--- config.mk ---
export PLATFORM = sky130hd
export DESIGN_NAME = loading_bar_reader
export DESIGN_NICKNAME = d
export VERILOG_FILES = /design/src/rtl/loading_bar_reader.sv
export SDC_FILE = /design/constraint.sdc
export NUM_CORES = 1
export LEC_CHECK = 0
export ABC_AREA = 1
export BUFFER_PORTS_ARGS = -buffer_cell sky130_fd_sc_hd__buf_2
export CORE_ASPECT_RATIO = 1.4
export CORE_MARGIN = 2
export CORE_UTILIZATION = 27
export CTS_CLUSTER_SIZE = 14
export DETAILED_ROUTE_END_ITERATION = 8
export RECOVER_POWER = 25
export SLEW_MARGIN = 20
export SYNTH_ARGS = -nofsm -noshare
export SYNTH_HDL_FRONTEND = slang
export SYNTH_SLANG_ARGS = --single-unit
--- constraint.sdc ---
create_clock -name clk -period 2.3 [get_ports clk]
set_clock_uncertainty 0.1 [all_clocks]
set_input_delay 0 -clock clk [delete_from_list [all_inputs] [get_ports clk]]
set_output_delay 0 -clock clk [all_outputs]
set_load 0.05 [all_outputs]
--- src/rtl/loading_bar_reader.sv ---
// Polls a progress percentage from on-chip memory, converts it to a 10-segment bar and
// writes the segment count back. Optional leading-segment blink: LOADING_BAR_BLINK_EN.
module loading_bar_reader #(
  parameter int unsigned POLL_CYCLES = 50000,
  parameter logic [9:0]  PROG_ADDR   = 10'h000,
  parameter int unsigned NUM_LEDS    = 10
) (
  input  logic                clk,
  input  logic                reset_n,
  output logic [9:0]          mem_address,
  output logic                mem_chipselect,
  output logic                mem_write,
  output logic [3:0]          mem_byteenable,
  output logic [31:0]         mem_writedata,
  output logic                mem_clken,
  input  logic [31:0]         mem_readdata,
  output logic [NUM_LEDS-1:0] leds,
  output logic                busy
);

  localparam logic [31:0] PollLast = 32'(POLL_CYCLES - 1);

  typedef enum logic [2:0] {
    StIdle,
    StRdReq,
    StRdCap,
    StDiv,
    StWb,
    StUpdate
  } state_e;

  state_e      state_q, state_d;
  logic [31:0] poll_cnt_q, poll_cnt_d;
  logic [7:0]  prog_q, prog_d;   // progress, reduced in place to the remainder during DIV
  logic [3:0]  quot_q, quot_d;
  logic [9:0]  leds_q, leds_d;
  logic        clken_q;
  logic [10:0] therm;

`ifdef LOADING_BAR_BLINK_EN
  logic blink_q, blink_d;
`endif

  // Only the low byte of the progress word is meaningful.
  logic unused_rdata;
  assign unused_rdata = ^mem_readdata[31:8];

  assign therm = (11'd1 << quot_q) - 11'd1;

  always_comb begin
    state_d        = state_q;
    poll_cnt_d     = poll_cnt_q;
    prog_d         = prog_q;
    quot_d         = quot_q;
    leds_d         = leds_q;
`ifdef LOADING_BAR_BLINK_EN
    blink_d        = blink_q;
`endif
    mem_address    = 10'h000;
    mem_chipselect = 1'b0;
    mem_write      = 1'b0;
    mem_byteenable = 4'b0000;
    mem_writedata  = 32'h0;

    unique case (state_q)
      StIdle: begin
        if (poll_cnt_q == PollLast) begin
          poll_cnt_d = 32'h0;
          state_d    = StRdReq;
`ifdef LOADING_BAR_BLINK_EN
          blink_d    = ~blink_q;
`endif
        end else begin
          poll_cnt_d = poll_cnt_q + 32'd1;
        end
      end
      StRdReq: begin
        mem_address    = PROG_ADDR;
        mem_chipselect = 1'b1;
        state_d        = StRdCap;
      end
      StRdCap: begin
        prog_d  = (mem_readdata[7:0] > 8'd100) ? 8'd100 : mem_readdata[7:0];
        quot_d  = 4'd0;
        state_d = StDiv;
      end
      StDiv: begin
        if (prog_q < 8'd10) begin
          state_d = StWb;
        end else begin
          prog_d = prog_q - 8'd10;
          quot_d = quot_q + 4'd1;
        end
      end
      StWb: begin
        mem_address    = PROG_ADDR + 10'd1;  // wraps within the 10-bit word space
        mem_chipselect = 1'b1;
        mem_write      = 1'b1;
        mem_byteenable = 4'b0001;
        mem_writedata  = {24'h0, 4'h0, quot_q};
        state_d        = StUpdate;
      end
      StUpdate: begin
        leds_d = therm[9:0];
`ifdef LOADING_BAR_BLINK_EN
        if (quot_q < 4'd10) begin
          leds_d[quot_q] = blink_q;
        end
`endif
        poll_cnt_d = 32'h0;
        state_d    = StIdle;
      end
      default: state_d = StIdle;
    endcase
  end

  always_ff @(posedge clk or negedge reset_n) begin
    if (!reset_n) begin
      state_q    <= StIdle;
      poll_cnt_q <= 32'h0;
      prog_q     <= 8'h0;
      quot_q     <= 4'h0;
      leds_q     <= 10'h0;
      clken_q    <= 1'b0;
`ifdef LOADING_BAR_BLINK_EN
      blink_q    <= 1'b0;
`endif
    end else begin
      state_q    <= state_d;
      poll_cnt_q <= poll_cnt_d;
      prog_q     <= prog_d;
      quot_q     <= quot_d;
      leds_q     <= leds_d;
      clken_q    <= 1'b1;
`ifdef LOADING_BAR_BLINK_EN
      blink_q    <= blink_d;
`endif
    end
  end

  assign mem_clken = clken_q;
  assign leds      = leds_q;
  assign busy      = (state_q != StIdle);

endmodule

# Yosys cells after proc, flatten, opt, wreduce, memory -nomap -nowiden
# Cells that the tools add are included.
# W data, S select, Z words.
dict set report op_classes {
  add_sub_neg 4
  magnitude_cmp 2
  n_eq_ne 9
  n_shift 1
  n_mux 15
  n_reduce_logical 7
}
# operator count
set op_table {}
lappend op_table {{$pmux W32 S2} 1}
lappend op_table {{$add A32 B1 Y32 const B} 1}
lappend op_table {{$eq A32 B16 Y1 const B} 1}
lappend op_table {{$mux W32} 1}
lappend op_table {{$mux W8} 2}
lappend op_table {{$pmux W8 S2} 1}
lappend op_table {{$pmux W3 S5} 1}
lappend op_table {{$shl A1 B4 Y10 const A} 1}
lappend op_table {{$sub A10 B1 Y10 const B} 1}
lappend op_table {{$gt A8 B7 Y1 const B} 1}
lappend op_table {{$lt A8 B4 Y1 const B} 1}
lappend op_table {{$mux W4} 2}
lappend op_table {{$pmux W4 S2} 1}
lappend op_table {{$sub A8 B4 Y8 const B} 1}
lappend op_table {{$eq A3 B2 Y1 const B} 2}
lappend op_table {{$eq A3 B3 Y1 const B} 2}
lappend op_table {{$mux W3} 2}
lappend op_table {{$ne A2 B2 Y1 const B} 3}
lappend op_table {{$add A4 B1 Y4 const B} 1}
lappend op_table {{$mux W1} 4}
lappend op_table {{$reduce_and A2 Y1} 2}
lappend op_table {{$reduce_bool A2 Y1} 2}
lappend op_table {{$eq A3 B1 Y1 const B} 1}
lappend op_table {{$logic_not A3 Y1} 1}
lappend op_table {{2 further kinds} 2}
dict set report word_totals {
  ff_bits 58
  input_bits 34
  output_inout_bits 60
  elab_cells 44
}

# Longest topological paths before layout
# Gate-level depths: netlist of run 1.
dict set report depth {
  ltp_word 3
  ltp_mapped 11
  mapped_depth_nobuf 10
}

# Least setup slack after synthesis of run 1
# OpenSTA, ideal clock, no wires.
dict set report synth_path {
  path_type {register to register}
  from {register state_q[1]}
  to {register poll_cnt_q[2]}
  setup_ps 143
  arrival_ps 1519
  required_time_ps 2057
  slack_ps 538
  path_stages_with_launch 8
  path_buffers 1
  period_less_slack_ps 1762
  path_cell_list {dfrtp_1 -> nor2_1 -> nand2_1 -> nand2_2 -> inv_1 -> buf_2 -> nand2_1 -> o41ai_1}
}
dict set report synth_via {
  elab_chain_cells 2
  elab_cells_between_ends 4
  classes_between {eq/ne (1); mux (1); reduce/logical (2)}
}
# element line
set synth_lines {}
lappend synth_lines {{from (decl)} 32} ;# state_e state_q, state_d;
lappend synth_lines {{from (signal assigned)} 119} ;# state_q <= StIdle;
lappend synth_lines {{from (signal assigned)} 129} ;# state_q <= state_d;
lappend synth_lines {{$eq A3 B3 Y1 or $logic_not A3 Y1 (tied branches)} 65} ;# unique case (state_q)
lappend synth_lines {{$pmux W32 S2 or $reduce_bool A2 Y1 (tied branches)} --}
lappend synth_lines {{to (signal assigned)} 130} ;# poll_cnt_q <= poll_cnt_d;
lappend synth_lines {{to (decl)} 33} ;# logic [31:0] poll_cnt_q, poll_cnt_d;
# Parallel ways exist; a longest one is shown, timed or not.
# A chain may end at the register's enable or synchronous reset.

# Final worst setup path of run 1
dict set report layout_path {
  from {register quot_q[0]}
  to {register leds_q[6], in the netlist leds[6]}
}
dict set report layout_via {
  elab_chain_cells 2
}
# element line
set layout_lines {}
lappend layout_lines {{from (decl)} 35} ;# logic [3:0] quot_q, quot_d;
lappend layout_lines {{from (signal assigned)} 132} ;# quot_q <= quot_d;
lappend layout_lines {{$shl A1 B4 Y10} 48} ;# assign therm = (11'd1 << quot_q) - 11'd1;
lappend layout_lines {{$sub A10 B1 Y10} 48}
lappend layout_lines {{to (signal assigned)} 133} ;# leds_q <= leds_d;
lappend layout_lines {{to (decl)} 36} ;# logic [9:0] leds_q, leds_d;
# Every way passes these cells.

==> results.txt, run 1 <==
The run finished, with violations left. The checks that failed: capacitance limit, slew limit. The portion of the post-synthesis area used by sequential elements came out at 34.6%. In this run the power density over the cells is 568 nW/um^2. The number of violations of the max-capacitance limit is 1.

The worst slew margin relative to its limit is -6.41%. The region available for standard cell placement spans 15000 sq um. The slew at the pin with the worst max-slew slack is 1.60 ns, and the number of instances in the synthesized netlist is 603. The area growth from synthesis to final layout is 14.8%.

After layout, the worst path uses 84.8% of the clock period. The worst-case IR drop observed on VDD is 354 uV. Setup repair after global routing left no endpoint under its margin. The routability congestion estimate was 0.871. The tightest min-delay check is of the in2reg type. For this run, design rule violations remaining after detail routing come to 0. For this block, the routed nets add up to 9.69 mm of wire. Of all cell types, the one taking the most synthesized area is dfrtp_1. The average instance in the mapped netlist occupies 6.84 sq um. The port buffer count works out to 29. The clock transition at the register clock pins on the worst setup and hold paths after CTS is 0.05 ns, and the final net count is 689. The run gives 28 as the number of pins exceeding their max-slew limit in the final report.

The tools report the initial antenna violation count as 0. The async set or reset register ratio after synthesis was 100%; the critical path data required time was 2.48 ns. The clock tree synthesis step divided the H-tree into 3 levels. Yosys attributes the largest share of cell area to dfrtp_1 (35%), nand2_1 (18%), buf_4 (7.6%), nor2_1 (6.8%), nand3_1 (5.5%). The ratio of routed vias to standard cells is 4.38, and the number of synthesis warnings is 0. The critical path data arrival time was 2.13 ns; the hold violation total from the final report was 0. The tools report the remaining number of nets flagged by the antenna check after routing as 0. For this run, the total global-route usage over all layers was measured as 12.7%.

The achievable frequency came out at 0.513 GHz. The number of antenna diodes in the final layout is 0. For the number of fillers in the final layout, the log shows 1648. The floorplan step set the die height to 150 microns. In this run the static leakage power is 0.00225 uW. At the end of the flow the core is filled with cells to 31.6%.

The worst setup path is captured at a flop. The mapped netlist covers 4130 sq um. In the synthesized netlist the dominant register cell turns out to be dfrtp_1.

Counting the buffers created by CTS gives 9. The post-route netlist has 11.2% of its cells at a drive strength greater than 1. The die is 108 microns wide.

The number of standard-cell rows in the floorplan was 53; the worst hold slack after final layout was 0.124 ns. The highest net fanout along the worst path is 5. After detailed routing, the average wire length per cell comes to 11.5 microns. After synthesis the netlist holds a flip-flop and latch count of 57. The later pin in the worst-skew pair is clocked with a latency of 0.34 ns. The total of endpoints with negative setup slack in the final report was 0; the share of the synthesized area in the top cell type was 34.6%. In this run, the number of DRC markers left after iteration 0 of detailed routing was 165. For the clock sink count, the log shows 57.

The worst setup path is of the reg2reg kind. Sorting the synthesized cells by how often they occur yields nand2_1 (200), nor2_1 (75), dfrtp_1 (57). Before antenna repair, the detailed router went through 4 iterations. The time the final worst path needs with I/O delays and setup works out to 1.95 ns.

The first-pass GRT wire length came out at 16.3 mm. The detailed-route via count came out at 3691. Once the floorplan was initialized, standard cells occupied 27.5% of the core. Clock tree synthesis selected as its root buffer the cell clkbuf_16. Detailed placement ended at an HPWL of 7.40 mm. For this design the top-level I/O count stands at 94. The run gives 3485 as the via count of the first global-routing pass. The run gives 0 as the global route total overflow.

The sort of element at the start of the critical path is a flop. Setup total negative slack on the finished layout was measured at 0 ns. In this run, synthesis inferred 0 flip-flops with an integrated enable.

The overall die area was 16300 sq um. TritonCTS built the clock tree. By instance count, the leading cell after synthesis is nand2_1.

The tools report the number of buffers on the longest clock path as 2. Counting distinct cell types in the post-synthesis netlist gives 37. Entering global routing, the biggest net connects 33 pins.
[final timing paths]
kind,from,cells past startpoint,slack (ns),to
worst max-delay path,quot_q[0]$_DFFE_PN0P_,10,0.35,leds[6]$_DFFE_PN0P_
min in group asynchronous,reset_n,2,0.52,poll_cnt_q[19]$_DFFE_PN0P_
max in group asynchronous,reset_n,3,0.59,poll_cnt_q[14]$_DFFE_PN0P_
worst max register to register,quot_q[0]$_DFFE_PN0P_,10,0.35,leds[6]$_DFFE_PN0P_
worst min register to register,leds[9]$_DFFE_PN0P_,2,0.38,leds[9]$_DFFE_PN0P_
worst min-delay path,mem_readdata[0],6,0.12,prog_q[1]$_DFFE_PN0P_
[sequential cells by signal (all words and copies together), names as in the netlist]
register	flops
poll_cnt_q	32
leds	10
prog_q	7
quot_q	4
state_q	3
mem_clken	1
[stage by stage]
| stage | std cells | power, uW | setup WS [ns] | cell area (sq um) |
|---|---|---|---|---|
| floorplan | 642 | 1230 | 0.538 | 4270 |
| global placement | 818 | 1210 | 0.157 | 4320 |
| detailed placement | 818 | 1210 | 0.101 | 4320 |
| CTS | 843 | 2720 | 0.0748 | 4740 |
| global route | 843 | 2770 | 0.157 | 4730 |
| finish | 843 | 2690 | 0.350 | 4730 |
[critical path, stage by stage (launching register included)]
cell     delay (ns)
dfrtp_1        0.39
inv_1          0.12
ha_1           0.26
nand2_1        0.18
ha_1           0.19
inv_1          0.06
nor2_1         0.14
nand2_1        0.09
o21ai_0        0.18
nand3_1        0.11
nand2_1        0.07
[cell type report]
| class | count | area [sq um] | area share [%] |
|---|---|---|---|
| Clock buffer | 11 | 253 | 5.34 |
| Clock inverter | 5 | 77.6 | 1.64 |
| Inverter | 59 | 221 | 4.68 |
| Multi-Input combinational cell | 475 | 2250 | 47.5 |
| Sequential cell | 57 | 1430 | 30.1 |
| Tap cell | 192 | 240 | 5.07 |
| Timing Repair Buffer | 44 | 268 | 5.66 |
[placed cells by master (no fill, tap or decap), types with 5 or more instances in the layout]
cell type      synthesis  final
dlygate4sd3_1          0      9
nor2_4                 5      5
ha_1                   9      9
clkbuf_16              0      9
nor2_1                75     74
o21ai_0               25     25
nand2_2                5      5
nand3_1               45     45
dfrtp_1               57     57
buf_4                 42      6
xor2_1                 9      9
o21ai_1                6      6
clkbuf_1               1     10
nand4_1                9      9
conb_1                 2     41
nand3b_1               6      6
nand2_1              200    200
nor2_2                 8      9
buf_2                  5     19
inv_1                 55     55
[kinds of logic after synthesis]
group	share of synthesized area, %
buffers and inverters	14.5
DFF	34.6
and+or+nand+nor	38.9
AOI/OAI and AO/OA	6.52
other	0.182
xor gates and xnor gates	2.55
adders and majority gates	2.73
[power breakdown]
part	internal (uW)	switching (uW)
clock	1000	484
combinational	22.4	177
sequential	1000	0.198
[metal layers]
metal	part of all wire (%)	global-route usage (%)	wire length [microns]	up-vias
li1	-	-	-	1904
met1	40	13.6	3930	1701
met2	54	23.8	5230	70
met3	3.2	2.73	311	16
met4	2.4	5.00	231	0
met5	0	0	0	-
[repair_timing]
| action | CTS | global route |
|---|---|---|
| hold buffers | 9 | 0 |
| resized for setup | 0 | 1 |
| setup endpoints to repair | 0 | 11 |
| endpoints found under the hold margin | 30 | 0 |
| buffers inserted | 0 | 0 |
No activity file was read; power rests on OpenSTA's default activity.
==> inputs of run 2 (changes only) <==
ABC_AREA = 0   (was 1)
clock period = 1.7 ns   (was 2.3 ns; I/O delays follow)
==> run 2 against run 1 <==
  * The run ends with setup timing left
  * Maximum frequency shrank 7.3%
  * Non-clock buffer count grew 114
  * Largest power group unchanged
  * Clock-buffer cell count grew 1
  * Setup slack lost 0.75 ns
  * Final cell count shrank 7.2%
  * Critical path depth shrank 3
  * Worst hold slack gained 0.0080 ns
  * First-iteration DRC count shrank 31%
  * Utilization grew 10 points
  * Synthesized area shrank 8.6%
  * Clock power grew 48%
  * Combinational power grew 42%
  * Highest routed layer unchanged
==> results.txt, run 2 <==
Once detail routing completed, the nets flagged for antenna violations numbered 0. The pin count of the biggest net entering global routing is 36. In this run the static leakage power is 0.00257 uW. Summed over all failing endpoints, the final setup total negative slack is -10.70 ns. The largest individual stage delay along the critical path comes from the cell or4b_4. Synthesis inferred 57 register bits. Dividing total power by cell area gives a power density of 666 nW/um^2. The number of cells on the worst reg-to-reg path is 7. The worst register-to-register path begins at poll_cnt_q[5]$_DFFE_PN0P_. The largest total area in the synthesized netlist belongs to dfrtp_1.

A synthesized cell averages 8.40 sq um. The sort of element at the start of the critical path was a flop. For this block, the initial DRC count from the detailed router was 114. For the number of CTS-inserted buffers, the log shows 9. The core region is 13800 sq um.

For the pin with the worst max-slew slack, the measured transition is 0.640 ns. The top cell types in the final layout, fill and taps aside, are buf_4 (101), dfrtp_1 (55), conb_1 (41). The worst-case IR drop observed on VDD is 325 uV.

The overall die height works out to 144 microns. Setup slack on the worst reg-to-reg path comes out at -0.40 ns. The flip-flop count of the largest register after layout is 32. The ratio of routed vias to standard cells was 4.90; the number of fillers in the final layout was 1387.

The run gives 0 as the final antenna diode count. For the overall die area, the log shows 14900 sq um. In the synthesized netlist the dominant register cell turns out to be dfrtp_1.

In the final routed layout, each cell accounts on average for 14.3 microns. The floorplan step set the die width to 104 microns. The logs give 1430 sq um for the sequential standard cell area and 449 for the number of instances in the synthesized netlist. The class of the tightest hold or removal check was in2async. In this run the critical register-to-register path is captured at poll_cnt_q[26]$_DFFE_PN0P_. Area growth from synthesis to final layout: 52.9%. The async set or reset register ratio after synthesis was 100%; the depth of the CTS H-tree was 3. The first-pass iteration count of the detailed router is 4. The I/O pin total was 94; the number of buffers on the longest clock path was 2. Number of synthesis warnings: 0. The post-route netlist has 39.2% of its cells at a drive strength greater than 1. STA classifies the critical path endpoint as a flop. The checks that failed: setup timing. The logs give 5770 sq um for the post-route standard cell area excluding fillers and 17.6 mm for the first-pass GRT wire length. TritonCTS built the clock tree. The run gives 782 as the final cell count without fillers. The clock transition at the register clock pins on the worst setup and hold paths after CTS works out to 0.05 ns. At the end of the flow, the number of nets in the layout was 635. Of all nets on the critical path, the largest fanout is 10. Time the final worst path needs with I/O delays and setup: 2.10 ns.

The type of the worst setup path is reg2reg. After synthesis the cells add up to 3770 sq um. Detailed routing inserted a total of 3832 vias.

At the placement stage, the worst setup path has a slack of -0.350 ns. The number of pins exceeding their max-slew limit in the final report was 0. Ranked by instance count, the synthesized netlist is headed by dfrtp_1 (57), buf_4 (42), nor2_1 (42). The tool flagged a number of max-cap violations equal to 0. Yosys attributes the largest share of cell area to dfrtp_1 (38%), buf_4 (8.4%), o21ai_0 (4.9%), nor2_1 (4.2%), nand2_1 (3.9%).

Sequential cells were found to cover 37.8% of the synthesized design area. The logs give 57 for the count of different cell masters after synthesis and 2.23 ns for the critical path data arrival time. In the routed design, unresolved DRC markers number 0. Setup repair after global routing could not meet its margin everywhere.

Setup violations remaining at the end of the flow were counted as 37. For the final worst slack, the log shows -0.404 ns. The area of the multi-input gates was 2430 sq um. For this configuration, the core starts out at a cell density of 27.4%. The synthesized design contains 0 enable-type register cells.

The run finished, with violations left. Global routing used 14.6% of the available tracks. Summed over all nets, the half-perimeter wirelength after detailed placement is 7.58 mm. For the worst setup path, the data required time is 1.83 ns.

Global routing finished with a remaining overflow of 0. Summing all placed instances gives a cell area of 4700 sq um. Counting stages on the worst path, the most repeated cell is a21o_1. The routability congestion estimate was 0.887. The clock drives 57 sinks. Leading cell type in the layout, fill and taps excluded: buf_4. The hold violation total from the final report is 0. Derived from the worst setup path, the maximum achievable clock frequency is 0.475 GHz.

The via count of the first global-routing pass is 3714, and the share of the synthesized area in the top cell type is 37.8%. Post-route fraction of the period consumed by the critical path: 124%. The initialized floorplan defines 51 standard-cell rows. Measured against its own limit, the worst slew margin works out to 57.3%.

The count of buffers added on input and output ports is 29. The tools report the clock root buffer as clkbuf_16. The signal on the critical path passes through or4b_4 -> nor4_4 -> buf_4 -> a21oi_4 -> buf_6 -> a21o_1 -> a21o_1. The initial antenna violation count was 0. Library cell with the highest instance count after synthesis: dfrtp_1. The run gives 735 as the placed instance count. The tools report the total routed wirelength as 11.2 mm. The run gives 41.8% as the post-layout utilization of the core. The largest single stage delay on the critical path is 0.53 ns.

The later pin in the worst-skew pair is clocked with a latency of 0.34 ns. Counting flops per register, the top entry is poll_cnt_q.
run 2: cell types whose count changed after synthesis, moves of 8 or more:
cell	change
nor2_1	-33
a21oi_1	+26
nor4_1	+11
and2_1	+8
nand2_1	-161
inv_1	-42
nor3_1	+9
a31oi_1	+21
clkbuf_1	+15
nor2_2	-8
nand3_1	-31
o21ai_0	+12
run 2: cell type report:
cell class                 count  share of cell area (%)
multi-input combinational    353                    42.1
sequential                    57                    24.8
timing repair buffer         158                    22.0
clock buffer                  12                    4.62
tap                          185                    4.01
clock inverter                 4                    1.69
inverter                      13                   0.846
run 2: worst max path at each step:
stage | start | endpoint | slack, ns
final | poll_cnt_q[5]$_DFFE_PN0P_ | poll_cnt_q[26]$_DFFE_PN0P_ | -0.40
after global routing | poll_cnt_q[5]$_DFFE_PN0P_ | poll_cnt_q[21]$_DFFE_PN0P_ | -0.50
after CTS | poll_cnt_q[7]$_DFFE_PN0P_ | poll_cnt_q[3]$_DFFE_PN0P_ | -0.35
after detailed placement | poll_cnt_q[7]$_DFFE_PN0P_ | poll_cnt_q[19]$_DFFE_PN0P_ | -0.35
after global placement | poll_cnt_q[4]$_DFFE_PN0P_ | poll_cnt_q[28]$_DFFE_PN0P_ | -0.33
after floorplan | poll_cnt_q[7]$_DFFE_PN0P_ | poll_cnt_q[6]$_DFFE_PN0P_ | -0.33
run 2: worst max-delay path, delay by kind of cell, from the launching register on:
family	cells	cell delay, ns
buffers and inverters	2	0.34
AO/OA/AOI/OAI	3	0.41
AND/OR/NAND/NOR	2	0.74
flip-flops	1	0.40
run 2: cells by family after synthesis:
kind of cell             after synthesis  synth area share (%)
AO/OA/AOI/OAI                        126                  20.8
XOR/XNOR                               9                  2.09
adder cells (fa/ha/maj)                9                  2.99
buffers and inverters                 79                  12.8
flip-flops                            57                  37.8
multiplexers                           1                 0.266
other                                  2                 0.199
AND/OR/NAND/NOR                      166                  23.0
run 2: per-layer routing:
layer / wire length [microns] / share of wire, % / vias up / GRT usage (%)
met2: 6120 / 55 / 104 / 27.4
met3: 380 / 3.4 / 30 / 2.54
li1: - / - / 1841 / -
met5: 0 / 0 / - / 0
met4: 322 / 2.9 / 0 / 7.04
met1: 4370 / 39 / 1857 / 15.7
run 2: repair_timing:
action	in CTS	in global routing
gates cloned	0	2
endpoints found under the hold margin	28	0
gates resized for setup	43	72
hold buffers	8	0
buffers inserted	8	14
setup endpoints to repair	45	54
pin swaps	13	27
run 2: through the flow:
step                power [uW]  hold WS [ns]
global placement          1650       -0.0768
global route              3950         0.204
CTS                       3870         0.126
floorplan                 1670        -0.396
finish                    3840         0.132
detailed placement        1650       -0.0693
run 2: where the power goes:
part | switching, uW | internal, uW | leakage (uW)
sequential | 0.899 | 1360 | 0.000755
clock | 646 | 1550 | 0.000175
combinational | 247 | 35.1 | 0.00164
==> inputs of run 3 (changes only) <==
SETUP_SLACK_MARGIN = 0.4   (was default)
TNS_END_PERCENT = 10   (was default)
==> run 3 against run 2 <==
  * The run still ends with setup timing left
  * Setup slack better by 0.038 ns
  * Maximum frequency is 1.8% higher
  * Clock power is 23% lower
  * First-iteration DRC count increased by 83%
  * Critical path depth did not move
  * Critical path type unchanged
==> results.txt, run 3 (same netlist as run 2, synthesis figures left out) <==
The final critical path takes up 122% of the cycle. Slew at the pin with the worst max-slew slack: 0.819 ns. After detailed routing, the number of remaining DRC violations is 0. For the proportion of power drawn by combinational gates, the log shows 8.4%. TritonCTS built the clock tree.

Class of the tightest hold or removal check: in2reg. Traced cell by cell, the critical path runs through or4_4 -> nor4_4 -> buf_4 -> a21o_4 -> buf_6 -> nor3_2 -> o21bai_1. Final hold analysis gives a worst-case slack of 0.189 ns.

The first global-routing pass estimated 17.9 mm of wire. Setup repair after global routing could not meet its margin everywhere. In the final layout, the share of cells above drive strength 1 is 37.8%. Once detail routing completed, the nets flagged for antenna violations numbered 0. Summed over all layers, the global routing overflow is 0. The clock power share is 50.7%. The core region is 13800 sq um. Dividing total power by cell area gives a power density of 608 nW/um^2.

Once layout is done, the placed cells without fillers occupy 5480 sq um. Relative to the synthesized area, the layout overhead comes to 45.2%. Across every metal layer, demand over resource in global routing totals 15.0%.

Entering global routing, the biggest net connects 58 pins. CTS placed an instance of clkbuf_16 at the clock tree root. Across the VDD grid, the largest voltage drop is 386 uV. In this run switching power makes up 26.4% of total power.

The register with the most flip-flops in the final layout is poll_cnt_q. The HPWL after detailed placement is 7.61 mm. The sequential cell fraction of total power was 40.9%; the largest stage delay on the critical path was 0.55 ns. In this run the worst path has a maximum fanout of 6. In this run, the number of DRC markers left after iteration 0 of detailed routing was 209.

The logs give 39.7% for the post-layout utilization of the core and 879 uW for the net switching power of the design. For the routability congestion estimate, the log shows 0.876. The hold violation total from the final report was 0; the area of the multi-input gates was 2330 sq um. By startpoint and endpoint, the worst setup path is classified as reg2reg.

STA puts the critical path data required time at 1.81 ns. Leaving out fill and tap cells, the most frequent cell in the layout is buf_4. The flow ran to the end, but the final reports show violations. The time the final worst path needs with I/O delays and setup works out to 2.07 ns. STA classifies the critical path startpoint as a flop. The sequential standard cell area was 1430 sq um; the final worst slack was -0.366 ns.

For this block, the via count after detailed routing is 3775. Leakage component of the power: 0.00246 uW. The ratio of routed vias to standard cells is 4.92. STA classifies the critical path endpoint as a flop.

The overall die height came out at 144 microns. The cell-internal power came out at 2450 uW. The first detailed-routing pass took 4 iterations. The number of buffers on the longest clock path is 2, and the worst-skew pair later-pin latency is 0.33 ns. After detailed routing, the average wire length per cell comes to 14.4 microns. The floorplan has 51 rows. The instance count along the most critical hold path works out to 7. Setup violations remaining at the end of the flow were counted as 39.

For this block, the routed nets add up to 11.0 mm of wire. The initial antenna violation count was 0. In the layout the commonest cells are buf_4 (91), dfrtp_1 (57), conb_1 (41). Based on the critical path, the design can be clocked at up to 0.484 GHz. The floorplan step defined a die boundary enclosing 14900 sq um. At the placement stage, the worst setup path has a slack of -0.392 ns. The run gives 3773 as the via count of the first global-routing pass. The final net count is 620.

The logs give 57 for the clock sink count and 94 for the I/O pin total. Max-cap violations in this run came to 0. Input and output buffers added on the ports amount to 29.

The cell with the biggest individual delay on the critical path is or4_4. Critical path data arrival time: 2.17 ns. The H-tree generated during clock tree synthesis spans 3 levels. In this run the tightest slew margin relative to its limit is 45.4%. Fill cells in the final layout number 1394. Buffers inserted during clock tree synthesis total 9. Clock-pin slew was measured on the worst setup and hold paths at 0.05 ns. The number of pins exceeding their max-slew limit in the final report came out at 0.

The initial core utilization is 27.4%, and the final antenna diode count is 0. Die extent in x: 104 microns. Post-detailed-placement cell area: 4680 sq um. The flip-flop count of the largest register after layout works out to 32. The final reports fail on setup timing. For the worst flop-to-flop path, the logic depth is 7.
run 3: routing by layer:
metal	GRT usage, %	vias to the layer above	part of all wire, %
met5	0	-	0
met4	7.68	0	2.6
met3	3.27	26	4.3
met2	28.3	117	55
met1	15.5	1819	38
li1	-	1813	-
run 3: worst max-delay path, delay by kind of cell (launching register included):
family,cells,cell delay [ns]
compound gates,2,0.33
buf+inv,2,0.29
flops,1,0.37
simple gates,3,0.85
run 3: final timing paths:
path,end,slack [ns],startpoint
min in group asynchronous,poll_cnt_q[18]$_DFFE_PN0P_,0.32,reset_n
hold / removal,prog_q[1]$_DFFE_PN0P_,0.19,mem_readdata[3]
hold reg to reg,leds[3]$_DFFE_PN0P_,0.38,leds[3]$_DFFE_PN0P_
max in group asynchronous,poll_cnt_q[2]$_DFFE_PN0P_,0.65,reset_n
setup / recovery,poll_cnt_q[25]$_DFFE_PN0P_,-0.37,poll_cnt_q[11]$_DFFE_PN0P_
setup reg to reg,poll_cnt_q[25]$_DFFE_PN0P_,-0.37,poll_cnt_q[11]$_DFFE_PN0P_
run 3: area by class of cell:
class                   instances  area share (%)
clock buffers                  13            4.75
inverters                      13           0.891
clock inverters                 3           0.274
well taps                     185            4.23
repair buffers                143            21.3
flip-flops and latches         57            26.1
multi-input cells             353            42.5
run 3: stage by stage:
step                      instances  total power, uW  TNS (ns)
final                           767             3330     -9.34
after global routing            767             3430    -13.09
after CTS                       764             3380     -8.46
after detailed placement        739             1650     -9.59
after global placement          739             1650     -8.45
after floorplan                 488             1670    -10.12
run 3: what timing repair did:
action | in CTS | in global routing
hold buffers | 8 | 0
pin swaps | 50 | 22
resized for setup | 94 | 24
endpoints found under the hold margin | 63 | 0
setup endpoints to repair | 65 | 65
buffers inserted | 0 | 3
gates cloned | 1 | 0
run 3: power by group through the flow:
stage | clock network, uW | registers [uW] | logic (uW)
2_1_floorplan | 0 | 1390 | 277
3_3_place_gp | 0 | 1380 | 266
3_5_place_dp | 0 | 1380 | 267
4_1_cts | 1730 | 1360 | 283
5_1_grt | 1780 | 1360 | 294
6_report | 1690 | 1360 | 279
